### config.mk
export PLATFORM = sky130hd
export DESIGN_NAME = cache_arbiter_flat
export DESIGN_NICKNAME = d
export VERILOG_FILES = /design/src/rtl/cache_arbiter_if.sv /design/src/rtl/cache_arbiter.sv /design/src/flat_wrapper.sv
export SDC_FILE = /design/constraint.sdc
export NUM_CORES = 1
export LEC_CHECK = 0
export CAP_MARGIN = 5
export CORE_AREA = 8 8 539 541
export CTS_BUF_LIST = sky130_fd_sc_hd__clkbuf_4 sky130_fd_sc_hd__clkbuf_8
export DETAILED_ROUTE_END_ITERATION = 10
export DIE_AREA = 0 0 547 549
export PLACE_DENSITY = 0.3
export REMOVE_ABC_BUFFERS = 1
export SLEW_MARGIN = 20
export SYNTH_ARGS = -nofsm -noshare
export SYNTH_HDL_FRONTEND = slang
export SYNTH_SLANG_ARGS = --single-unit
### constraint.sdc
create_clock -name clk -period 2.1 [get_ports clk]
set_clock_uncertainty 0.1 [all_clocks]
set_input_delay 0.21 -clock clk [delete_from_list [all_inputs] [get_ports clk]]
set_output_delay 0.21 -clock clk [all_outputs]
set_load 0.05 [all_outputs]
### src/rtl/cache_arbiter_if.sv
// Bundle of the L1I, L1D and L2 ports around the cache arbiter.
//
// Handshake: each L1 holds its request (read/write), address and write data
// stable until it sees its one-cycle resp pulse. The arbiter holds its L2
// request stable until arbi_l2_resp pulses. The resp pulse is the only
// qualifier for the rdata buses, which otherwise carry arbi_l2_rdata.
interface cache_arbiter_if #(
  parameter int ADDR_W = 32,
  parameter int LINE_W = 256
);
  logic              l1i_arbi_read;
  logic [ADDR_W-1:0] l1i_arbi_address;
  logic [LINE_W-1:0] l1i_arbi_rdata;
  logic              l1i_arbi_resp;

  logic              l1d_arbi_read;
  logic              l1d_arbi_write;
  logic [ADDR_W-1:0] l1d_arbi_address;
  logic [LINE_W-1:0] l1d_arbi_wdata;
  logic [LINE_W-1:0] l1d_arbi_rdata;
  logic              l1d_arbi_resp;

  logic              arbi_l2_read;
  logic              arbi_l2_write;
  logic [ADDR_W-1:0] arbi_l2_address;
  logic [LINE_W-1:0] arbi_l2_wdata;
  logic [LINE_W-1:0] arbi_l2_rdata;
  logic              arbi_l2_resp;

  // Arbiter side: serves the L1 clients and drives the L2 request.
  modport slave (
    input  l1i_arbi_read, l1i_arbi_address,
    output l1i_arbi_rdata, l1i_arbi_resp,
    input  l1d_arbi_read, l1d_arbi_write, l1d_arbi_address, l1d_arbi_wdata,
    output l1d_arbi_rdata, l1d_arbi_resp,
    output arbi_l2_read, arbi_l2_write, arbi_l2_address, arbi_l2_wdata,
    input  arbi_l2_rdata, arbi_l2_resp
  );

  // Environment side: the two L1 caches plus the L2.
  modport master (
    output l1i_arbi_read, l1i_arbi_address,
    input  l1i_arbi_rdata, l1i_arbi_resp,
    output l1d_arbi_read, l1d_arbi_write, l1d_arbi_address, l1d_arbi_wdata,
    input  l1d_arbi_rdata, l1d_arbi_resp,
    input  arbi_l2_read, arbi_l2_write, arbi_l2_address, arbi_l2_wdata,
    output arbi_l2_rdata, arbi_l2_resp
  );
endinterface

### src/rtl/cache_arbiter.sv
// Two-client (L1I / L1D) arbiter in front of a single-ported L2.
// One transaction at a time: IDLE -> SERVE_x -> TURN -> IDLE. Ties in IDLE
// alternate using a one-bit last-grant flag and are counted (saturating).
module cache_arbiter #(
  parameter int ADDR_W = 32,
  parameter int LINE_W = 256
) (
  input  logic           clk,
  input  logic           rst_n,
  cache_arbiter_if.slave bus,
  output logic [15:0]    conflict_count,
  output logic [1:0]     state_dbg
);

  typedef enum logic [1:0] {
    IDLE    = 2'd0,
    SERVE_I = 2'd1,
    SERVE_D = 2'd2,
    TURN    = 2'd3
  } state_e;

  localparam logic GRANT_I = 1'b0;
  localparam logic GRANT_D = 1'b1;

  state_e      state_q, state_d;
  logic        last_grant_q, last_grant_d;
  logic [15:0] conflict_count_q, conflict_count_d;

  logic              i_req;
  logic              d_req;
  logic              l2_read_c;
  logic              l2_write_c;
  logic [ADDR_W-1:0] l2_addr_c;
  logic [LINE_W-1:0] l2_wdata_c;
  logic              i_resp_c;
  logic              d_resp_c;

  assign i_req = bus.l1i_arbi_read;
  assign d_req = bus.l1d_arbi_read | bus.l1d_arbi_write;

  // State register; reset makes the first tie go to L1I.
  always_ff @(posedge clk or negedge rst_n) begin
    if (!rst_n) begin
      state_q          <= IDLE;
      last_grant_q     <= GRANT_D;
      conflict_count_q <= 16'h0000;
    end else begin
      state_q          <= state_d;
      last_grant_q     <= last_grant_d;
      conflict_count_q <= conflict_count_d;
    end
  end

  // Next-state: arbitrate in IDLE, wait for L2 resp in SERVE, one TURN bubble.
  always_comb begin
    state_d          = state_q;
    last_grant_d     = last_grant_q;
    conflict_count_d = conflict_count_q;
    case (state_q)
      IDLE: begin
        if (i_req && d_req) begin
          if (conflict_count_q != 16'hFFFF) begin
            conflict_count_d = conflict_count_q + 16'd1;
          end
          if (last_grant_q == GRANT_D) begin
            state_d      = SERVE_I;
            last_grant_d = GRANT_I;
          end else begin
            state_d      = SERVE_D;
            last_grant_d = GRANT_D;
          end
        end else if (i_req) begin
          state_d      = SERVE_I;
          last_grant_d = GRANT_I;
        end else if (d_req) begin
          state_d      = SERVE_D;
          last_grant_d = GRANT_D;
        end
      end
      SERVE_I, SERVE_D: begin
        // Owner dropping its request does not abort; only L2 resp ends it.
        if (bus.arbi_l2_resp) begin
          state_d = TURN;
        end
      end
      TURN:    state_d = IDLE;
      default: state_d = IDLE;
    endcase
  end

  // Outputs: L2 request and resp forwarding are pure functions of state and owner inputs.
  always_comb begin
    l2_read_c  = 1'b0;
    l2_write_c = 1'b0;
    l2_addr_c  = '0;
    l2_wdata_c = '0;
    i_resp_c   = 1'b0;
    d_resp_c   = 1'b0;
    case (state_q)
      SERVE_I: begin
        l2_read_c = 1'b1;
        l2_addr_c = bus.l1i_arbi_address;
        i_resp_c  = bus.arbi_l2_resp;
      end
      SERVE_D: begin
        l2_read_c  = bus.l1d_arbi_read;
        l2_write_c = bus.l1d_arbi_write;
        l2_addr_c  = bus.l1d_arbi_address;
        l2_wdata_c = bus.l1d_arbi_wdata;
        d_resp_c   = bus.arbi_l2_resp;
      end
      default: ;
    endcase
  end

  assign bus.arbi_l2_read    = l2_read_c;
  assign bus.arbi_l2_write   = l2_write_c;
  assign bus.arbi_l2_address = l2_addr_c;
  assign bus.arbi_l2_wdata   = l2_wdata_c;
  assign bus.l1i_arbi_resp   = i_resp_c;
  assign bus.l1d_arbi_resp   = d_resp_c;
  // Read data is broadcast; resp alone marks it valid for its owner.
  assign bus.l1i_arbi_rdata  = bus.arbi_l2_rdata;
  assign bus.l1d_arbi_rdata  = bus.arbi_l2_rdata;

  assign conflict_count = conflict_count_q;
  assign state_dbg      = state_q;

endmodule

### src/flat_wrapper.sv
// flat-port wrapper written by rule: the top's interface ports become plain ports
module cache_arbiter_flat 
#(
  parameter int ADDR_W = 32,
  parameter int LINE_W = 256
)
  (clk, rst_n, conflict_count, state_dbg, bus_l1i_arbi_read, bus_l1i_arbi_address, bus_l1i_arbi_rdata, bus_l1i_arbi_resp, bus_l1d_arbi_read, bus_l1d_arbi_write, bus_l1d_arbi_address, bus_l1d_arbi_wdata, bus_l1d_arbi_rdata, bus_l1d_arbi_resp, bus_arbi_l2_read, bus_arbi_l2_write, bus_arbi_l2_address, bus_arbi_l2_wdata, bus_arbi_l2_rdata, bus_arbi_l2_resp);
  cache_arbiter_if #(.ADDR_W(ADDR_W), .LINE_W(LINE_W)) bus_i ();
  input  logic clk;
  input  logic rst_n;
  output logic [15:0] conflict_count;
  output logic [1:0] state_dbg;
  input wire logic [$bits(bus_i.l1i_arbi_read)-1:0] bus_l1i_arbi_read;
  input wire logic [$bits(bus_i.l1i_arbi_address)-1:0] bus_l1i_arbi_address;
  output wire logic [$bits(bus_i.l1i_arbi_rdata)-1:0] bus_l1i_arbi_rdata;
  output wire logic [$bits(bus_i.l1i_arbi_resp)-1:0] bus_l1i_arbi_resp;
  input wire logic [$bits(bus_i.l1d_arbi_read)-1:0] bus_l1d_arbi_read;
  input wire logic [$bits(bus_i.l1d_arbi_write)-1:0] bus_l1d_arbi_write;
  input wire logic [$bits(bus_i.l1d_arbi_address)-1:0] bus_l1d_arbi_address;
  input wire logic [$bits(bus_i.l1d_arbi_wdata)-1:0] bus_l1d_arbi_wdata;
  output wire logic [$bits(bus_i.l1d_arbi_rdata)-1:0] bus_l1d_arbi_rdata;
  output wire logic [$bits(bus_i.l1d_arbi_resp)-1:0] bus_l1d_arbi_resp;
  output wire logic [$bits(bus_i.arbi_l2_read)-1:0] bus_arbi_l2_read;
  output wire logic [$bits(bus_i.arbi_l2_write)-1:0] bus_arbi_l2_write;
  output wire logic [$bits(bus_i.arbi_l2_address)-1:0] bus_arbi_l2_address;
  output wire logic [$bits(bus_i.arbi_l2_wdata)-1:0] bus_arbi_l2_wdata;
  input wire logic [$bits(bus_i.arbi_l2_rdata)-1:0] bus_arbi_l2_rdata;
  input wire logic [$bits(bus_i.arbi_l2_resp)-1:0] bus_arbi_l2_resp;
  assign bus_i.l1i_arbi_read = bus_l1i_arbi_read;
  assign bus_i.l1i_arbi_address = bus_l1i_arbi_address;
  assign bus_l1i_arbi_rdata = bus_i.l1i_arbi_rdata;
  assign bus_l1i_arbi_resp = bus_i.l1i_arbi_resp;
  assign bus_i.l1d_arbi_read = bus_l1d_arbi_read;
  assign bus_i.l1d_arbi_write = bus_l1d_arbi_write;
  assign bus_i.l1d_arbi_address = bus_l1d_arbi_address;
  assign bus_i.l1d_arbi_wdata = bus_l1d_arbi_wdata;
  assign bus_l1d_arbi_rdata = bus_i.l1d_arbi_rdata;
  assign bus_l1d_arbi_resp = bus_i.l1d_arbi_resp;
  assign bus_arbi_l2_read = bus_i.arbi_l2_read;
  assign bus_arbi_l2_write = bus_i.arbi_l2_write;
  assign bus_arbi_l2_address = bus_i.arbi_l2_address;
  assign bus_arbi_l2_wdata = bus_i.arbi_l2_wdata;
  assign bus_i.arbi_l2_rdata = bus_arbi_l2_rdata;
  assign bus_i.arbi_l2_resp = bus_arbi_l2_resp;
  cache_arbiter #(.ADDR_W(ADDR_W), .LINE_W(LINE_W)) u_core (.clk(clk), .rst_n(rst_n), .bus(bus_i), .conflict_count(conflict_count), .state_dbg(state_dbg));
endmodule
# After elaboration in Yosys (flattened, before gate mapping)
# Index checks and enable logic that the tools add are counted.
# op_classes
bitwise_logic	1
eq_ne	6
add_sub_neg	1
n_reduce_logical	7
muxes	16
# op_table
cell	count
$mux 256	1
$pmux 32 s2	1
$add 16x1->16 const B	1
$ne 16x16->1 const B	1
$mux 2	5
$mux 1	7
$pmux 2 s3	1
$eq 2x2->1 const B	2
$ne 4x2->1 const B	1
$reduce_and 2->1	2
$reduce_and 3->1	1
$reduce_bool 3->1	1
$eq 2x1->1 const B	1
$logic_not 2->1	1
$ne 2x2->1 const B	1
$pmux 1 s2	1
$reduce_or 2->1	1
$logic_and 1x1->1	1
$or 1x1->1	1
# totals
input_bits	582
ff_bits	19
out_inout_bits	822
word_cells	34

# Logic depth before layout (Yosys ltp)
# Gate-level depths: netlist of run 1.
# depth
depth_word	5
mapped_depth	7

# Least setup slack after synthesis of run 1
# No wires, ideal clock.
# synth_timing
kind	reg-to-output
start	register u_core.state_q[0] (netlist: u_core.state_dbg[0])
end	output bus_arbi_l2_address[0]
path_stages_with_launch	6
n_path_buf	2
arrival_time_ps	2235
required_ps	1790
setup_slack_ps	-445
path_cell_list	dfrtp_1 inv_1 ha_1 clkbuf_1 clkbuf_1 nor2b_1
# synth_between
elab_chain_len	2
word_cells_on_any_way	3
classes_between	eq/ne: 2; mux: 1
# synth_lines
element	line	rtl
start, declared	cache_arbiter.sv:25	state_e state_q, state_d;
start signal, assigned	cache_arbiter.sv:48	state_q <= state_d;
$eq 2x2->1 or $eq 2x1->1 (tied branches)	cache_arbiter.sv:99	case (state_q)
$pmux 32 s2 (*)	cache_arbiter.sv:99	
end, declared	flat_wrapper.sv:25	output wire logic [$bits(bus_i.arbi_l2_address)-1:0] bus_arbi_l2_address;
# Mark *: on every way between the ends. The rest lies on a longest branch, timed or not.

# Worst setup path after layout of run 1
# layout_timing
start	register u_core.state_q[0] (netlist: u_core.state_dbg[0])
end	output bus_arbi_l2_address[14]
# Same word-level chain as after synthesis.

==> run_results.csv, run 1 <==
group,metric,value,unit
status,status,"finished with violations",
status,violations,"setup timing",
power,p_sw,13.5,mW
setup_path,critical_path_class,"register to output port",
place,hpwlAfterDp,370000,um
floorplanning,rows,195,
clocking,cts_max_path_buffers,2,
clocking,ctsHtreeMaxLevel,1,
global_route,grt_max_degree,77,
detailed_routing,routed_via_density,2.19,
yosys,synthCells,971,
clocking,cts_root_buf,"clkbuf_8",
final_layout,nFillCells,32813,
global_route,grt_pass1_wl,411000,um
clocking,cts_buffers,3,
setup_path,worstSetupEndpoint,"bus_arbi_l2_address[14]",
final_layout,multi_input_area,3180,um^2
floorplanning,initial_utilization,0.0252,
final_layout,fin_cells,4912,
yosys,synth_largest_area_cell,"buf_4",
final_layout,register_area,477,um^2
power,power_frac_seq,0.023,
place,routabilityCongestion,0.856,
floorplanning,ios,1404,
clocking,insertion_delay,0.26,ns
yosys,synthesis.area,7090,um^2
power,p_leak,5.90,nW
floorplanning,core_area,281000,um^2
floorplanning,dieHeight,549,um
hold_path,hold_class,"input port to output port",
clocking,cts_tree,"done",
detailed_routing,wl_per_cell,79.9,um
sta,drv_slew,0,
setup_path,reg2reg_to,"u_core.state_dbg[0]$_DFFE_PN0P_",
power,p_total,24.6,mW
clocking,clk_pin_slew,0.08,ns
sta,rsz0062_at_grt,"true",
global_route,grt_pass1_vias,8160,
setup_path,path_max_fanout,12,
sta,fin_ws,-0.0136,ns
sta,fmaxAchievable,473,MHz
global_route,grt_use_total,0.248,
power,switching_share,0.550,
place,io_buffers,635,
setup_path,cp.required,1.79,ns
detailed_routing,drtPass1Iterations,5,
sta,relSlewSlack,0.392,
setup_path,cpMostUsedCell,"buf_12",
setup_path,start_kind,"register",
setup_path,critical_path.cell_chain,"inv_2, ha_4, buf_12, clkbuf_16, a22oi_1, nor2b_2, buf_12",
sta,fin_crit,2.11,ns
place,placed_cells,4814,
power,p_int,11.1,mW
final_layout,areaGrowthSynthToFinish,164,%
power,power.density,1310,nW/um^2
sta,finalCritPeriodShare,1.01,
detailed_routing,ant_nets,0,
sta,setup_viol,5,
yosys,yosys_warnings,0,
yosys,yosys-top-cells-area,"buf_4, and2_1, dfrtp_1",
setup_path,endpoint_kind,"output port",
sta,tightest_slew,0.910,ns
detailed_routing,wl,392000,um
power,p_clk_frac,0.011,
clocking,clock_sinks,19,
yosys,synth.top_cell.area_share,0.543,
yosys,synth_cell_types,34,
floorplanning,fp.dieArea,300000,um^2
power,pwr-share-comb,0.966,
setup_path,r2r_start,"u_core.state_dbg[0]$_DFFE_PN0P_",
setup_path,worstRegToRegCells,8,
setup_path,reg2reg_slack,0.17,ns
floorplanning,die-width,547,um
final_layout,final_nets,1691,
power,vdd_drop_max,0.000448,V
detailed_routing,drc_errors,0,
global_route,gr-total-overflow,0,
global_route,antenna_found_initial,266,
flow_run,cap_violations,0,
setup_path,cp_slowest_stage_delay,0.40,ns
sta,hold_slack,0.324,ns
detailed_routing,drtIter0Drc,1001,
sta,hold_viol_final,0,
setup_path,cp-startpoint,"u_core.state_dbg[0]$_DFFE_PN0P_",
detailed_routing,num_vias,10774,
setup_path,worstPathArrival,1.80,ns
final_layout,final_util,0.0666,
final_layout,layout-drive-gt1-share,0.505,
yosys,syn_avg_cell_area,7.30,um^2
yosys,yosysSeqAreaShare,0.0673,
setup_path,cp_slowest_cell,"dfrtp_1",
place,pre_cts_ws,0.0980,ns
yosys,ys_ff_latch,19,
[power by group through the flow]
stage | registers (mW) | logic [mW] | clock network [mW]
6_report | 0.557 | 23.8 | 0.268
5_1_grt | 0.572 | 24.3 | 0.299
2_1_floorplan | 0.769 | 6.17 | 0
4_1_cts | 0.557 | 22.6 | 0.282
3_3_place_gp | 0.567 | 21.4 | 0
3_5_place_dp | 0.566 | 21.4 | 0
[cells in the mapped netlist]
| cell | count |
|---|---|
| nor4b_1 | 1 |
| nand4b_1 | 1 |
| o21a_1 | 1 |
| ha_1 | 4 |
| nand3_1 | 5 |
| xor2_1 | 5 |
| nand2_1 | 4 |
| and4_1 | 1 |
| dfrtp_1 | 18 |
| and2_1 | 259 |
| and3_1 | 4 |
| nor3_4 | 1 |
| a31oi_1 | 1 |
| mux2i_1 | 1 |
| nor3_1 | 1 |
| o21ai_0 | 6 |
| a21oi_1 | 8 |
| buf_4 | 513 |
| a21boi_0 | 1 |
| clkbuf_1 | 37 |
| a22oi_1 | 32 |
| and3_2 | 1 |
| dfstp_2 | 1 |
| xnor2_1 | 6 |
| and4_2 | 2 |
| a41oi_1 | 3 |
| buf_2 | 3 |
| nor2_1 | 5 |
| nand4_1 | 5 |
| nor2b_1 | 35 |
| o211a_4 | 1 |
| mux2_4 | 1 |
| inv_1 | 2 |
| and4_4 | 2 |
[worst min path at each step]
stage	from	to	slack, ns	cells past startpoint
floorplan	rst_n	u_core.conflict_count[0]$_DFFE_PN0P_	-0.19	0
finish	bus_arbi_l2_rdata[55]	bus_l1d_arbi_rdata[55]	0.32	0
detailed placement	bus_arbi_l2_rdata[79]	bus_l1d_arbi_rdata[79]	0.34	0
CTS	bus_arbi_l2_rdata[79]	bus_l1d_arbi_rdata[79]	0.34	0
global placement	bus_arbi_l2_rdata[79]	bus_l1d_arbi_rdata[79]	0.34	0
global route	bus_arbi_l2_rdata[30]	bus_l1d_arbi_rdata[30]	0.32	0
[cell families after synthesis]
| logic type | after synthesis | synth area share |
|---|---|---|
| xor gates and xnor gates | 11 | 0.0136 |
| buffers and inverters | 555 | 0.566 |
| and+or+nand+nor | 327 | 0.289 |
| DFF | 19 | 0.0673 |
| adders and majority gates | 4 | 0.00706 |
| AOI/OAI and AO/OA | 53 | 0.0530 |
| muxes | 2 | 0.00353 |
[cell type report]
class | count | share of cell area
diodes | 65 | 0.00868
well taps | 3743 | 0.250
clock buffers | 3 | 0.00220
clock inverters | 1 | 0.000267
repair buffers | 682 | 0.543
inverters | 2 | 0.000401
multi-input cells | 397 | 0.170
flip-flops and latches | 19 | 0.0254
[cell usage in the layout, fill, tap and decap left out, types with 3 or more instances in the layout]
cell             netlist  layout
buf_6                  0       4
diode_2                0      65
dfrtp_1               18      18
buf_4                513      14
clkbuf_16              0      12
a22oi_1               32      27
a41oi_1                3       3
buf_12                 0     308
clkdlybuf4s50_1        0     337
buf_16                 0       7
and2_1               259     102
and2_4                 0     156
a21oi_1                8       8
a22oi_2                0       5
and3_1                 4       4
nand4_1                5       5
xor2_1                 5       5
xnor2_1                6       6
nor2_1                 5       5
nor2b_2                0      22
clkbuf_8               0       3
nand3_1                5       5
nand2_1                4       4
nor2b_4                0      11
o21ai_0                6       6
[timing repair]
action	in CTS	in global routing
setup buffers	10	3
resized for setup	116	107
setup endpoints to repair	276	276
hold buffers	0	0
gates cloned	3	14
pin swaps	0	2
[sequential cells by signal, summed over array words and instances (netlist names)]
signal	cells
u_core.state_dbg	2
u_core.last_grant_q	1
u_core.conflict_count	16
[routing by layer]
metal | up-vias | track usage | wire length, um
met2 | 2676 | 0.438 | 192000
met5 | - | 0.169 | 7810
met4 | 166 | 0.0925 | 19700
li1 | 2881 | - | -
met3 | 448 | 0.277 | 88400
met1 | 4603 | 0.147 | 84700
[critical path, delay by kind of cell, from the launching register on]
| kind | cells | cell delay [ns] |
|---|---|---|
| buffers and inverters | 4 | 0.61 |
| AOI/OAI and AO/OA | 1 | 0.10 |
| DFF | 1 | 0.40 |
| and+or+nand+nor | 1 | 0.18 |
| adders and majority gates | 1 | 0.20 |
[metrics by stage]
stage	instance area (um^2)	setup TNS (ns)
global route	18600	-7.76
floorplan	3080	-859.11
detailed placement	17400	0
CTS	17900	-6.22
finish	18700	-0.0290
global placement	17400	0
Note: power is estimated with default switching activity, not from simulation.
==> run 2, diff against run 1 <==
CORE_AREA = 8 8 545 547   (was 8 8 539 541)
DIE_AREA = 0 0 553 555   (was 0 0 547 549)
clock period = 2.5 ns   (was 2.1 ns; I/O delays follow)
==> run_results.csv, run 2 (synthesized netlist as in run 1, its figures left out) <==
group,metric,value,unit
clocking,clock_sinks,19,
final_layout,final_cell_mix,"clkdlybuf4s50_1, buf_12, and2_1",
clocking,cts_root_buf,"clkbuf_8",
power,power_frac_seq,0.025,
clocking,clk_pin_slew,0.09,ns
power,vdd_drop_max,0.000421,V
sta,relSlewSlack,0.578,
clocking,cts_max_path_buffers,2,
power,p_int,7.67,mW
setup_path,path_max_fanout,33,
setup_path,worstRegToRegCells,6,
floorplanning,fp.dieArea,307000,um^2
setup_path,worstPathArrival,2.10,ns
floorplanning,die-width,553,um
detailed_routing,routed_via_density,2.15,
place,placed_area,17400,um^2
detailed_routing,drtIter0Drc,1210,
global_route,grt_pass1_vias,8154,
floorplanning,dieHeight,555,um
place,io_buffers,635,
sta,setup_viol,0,
global_route,grt_use_total,0.244,
global_route,met2_usage,0.444,
detailed_routing,num_vias,10573,
detailed_routing,drtPass1Iterations,5,
floorplanning,ios,1404,
sta,tightest_slew,0.631,ns
sta,fin_crit,2.45,ns
final_layout,fin_cells,4926,
setup_path,start_kind,"register",
global_route,gr-total-overflow,0,
clocking,cts_buffers,3,
power,power.density,1060,nW/um^2
floorplanning,core_area,289000,um^2
sta,drv_slew,0,
global_route,antenna_found_initial,271,
hold_path,hold_class,"input port to asynchronous set/reset pin",
place,routabilityCongestion,0.915,
global_route,grt_max_degree,46,
sta,fin_ws,0.0497,ns
flow_run,cap_violations,0,
clocking,insertion_delay,0.26,ns
setup_path,cp.required,2.15,ns
setup_path,critical_path_class,"register to output port",
detailed_routing,wl,392000,um
final_layout,areaGrowthSynthToFinish,149,%
place,pre_cts_ws,-0.100,ns
global_route,busiest_layer,"met2",
global_route,grt_pass1_wl,414000,um
setup_path,reg2reg_slack,0.66,ns
power,p_leak,5.29,nW
detailed_routing,wl_per_cell,79.6,um
floorplanning,rows,198,
detailed_routing,ant_nets,0,
final_layout,layout-drive-gt1-share,0.325,
power,p_clk_frac,0.012,
clocking,ctsHtreeMaxLevel,1,
global_route,globalRouteMet1Util,0.143,
final_layout,final_common_cell,"clkdlybuf4s50_1",
power,p_sw,11.1,mW
status,status,"finished clean",
final_layout,final_cell_area,17700,um^2
place,placed_cells,4872,
setup_path,endpoint_kind,"output port",
sta,hold_viol_final,0,
final_layout,largest_reg_flops,16,
final_layout,nFillCells,33848,
floorplanning,initial_utilization,0.0245,
power,pwr-share-comb,0.963,
sta,rsz0062_at_grt,"false",
sta,fmaxAchievable,408,MHz
global_route,grtUsageMet3,0.263,
detailed_routing,drc_errors,0,
sta,finalCritPeriodShare,0.980,
clocking,cts_tree,"done",
final_layout,final_nets,1665,
place,hpwlAfterDp,371000,um
power,switching_share,0.592,
-- run 2: path summary, 6_finish.rpt --
| path | start | endpoint |
|---|---|---|
| setup / recovery | u_core.state_dbg[1]$_DFFE_PN0P_ | bus_arbi_l2_address[10] |
| hold / removal | rst_n | u_core.conflict_count[11]$_DFFE_PN0P_ |
| setup reg to reg | u_core.state_dbg[0]$_DFFE_PN0P_ | u_core.conflict_count[13]$_DFFE_PN0P_ |
| hold reg to reg | u_core.last_grant_q$_DFFE_PN1P_ | u_core.last_grant_q$_DFFE_PN1P_ |
| max in group asynchronous | rst_n | u_core.last_grant_q$_DFFE_PN1P_ |
| min in group clk | u_core.last_grant_q$_DFFE_PN1P_ | u_core.last_grant_q$_DFFE_PN1P_ |
-- run 2: power by group through the flow --
stage | Combinational, mW | Clock, mW | Sequential [mW]
after detailed placement | 18.5 | 0 | 0.476
after floorplan | 5.87 | 0 | 0.646
after global placement | 18.6 | 0 | 0.472
after CTS | 18.7 | 0.242 | 0.472
after global routing | 18.5 | 0.252 | 0.487
final | 18.1 | 0.226 | 0.475
-- run 2: repair_timing --
| action | CTS | global route |
|---|---|---|
| setup endpoints to repair | 33 | 45 |
| pin swaps | 1 | 1 |
| buffers inserted | 1 | 1 |
| gates resized for setup | 18 | 8 |
| hold buffers | 0 | 0 |
-- run 2: routing by layer --
metal  part of all wire  routed length [um]
met1               0.21               82900
met2               0.50              198000
met3               0.22               85700
met4              0.046               18100
met5              0.020                7850
-- run 2: cell type report --
cell class,count,area (um^2),share of cell area
antenna,48,120,0.00680
clock buffer,3,41.3,0.00234
clock inverter,1,7.51,0.000425
inverter,2,7.51,0.000425
multi-input combinational,397,2700,0.153
sequential,19,477,0.0270
tap,3800,4750,0.269
timing repair buffer,656,9570,0.541
-- run 2: per-stage QoR --
step / util / power [mW] / hold WS [ns] / TNS [ns]
after floorplan: - / 6.52 / -0.146 / -754.20
after global placement: 0.0602 / 19.0 / 0.373 / -0.280
after detailed placement: 0.0602 / 19.0 / 0.388 / -0.203
after CTS: 0.0606 / 19.4 / 0.223 / 0
after global routing: 0.0609 / 19.2 / 0.237 / 0
final: 0.0612 / 18.8 / 0.216 / 0
-- run 2: worst max-delay path, cell delays in order, from the launching register on --
cell,delay (ns)
dfrtp_1,0.45
inv_1,0.13
ha_2,0.21
buf_12,0.17
a22oi_2,0.50
nor2b_1,0.16
buf_12,0.18
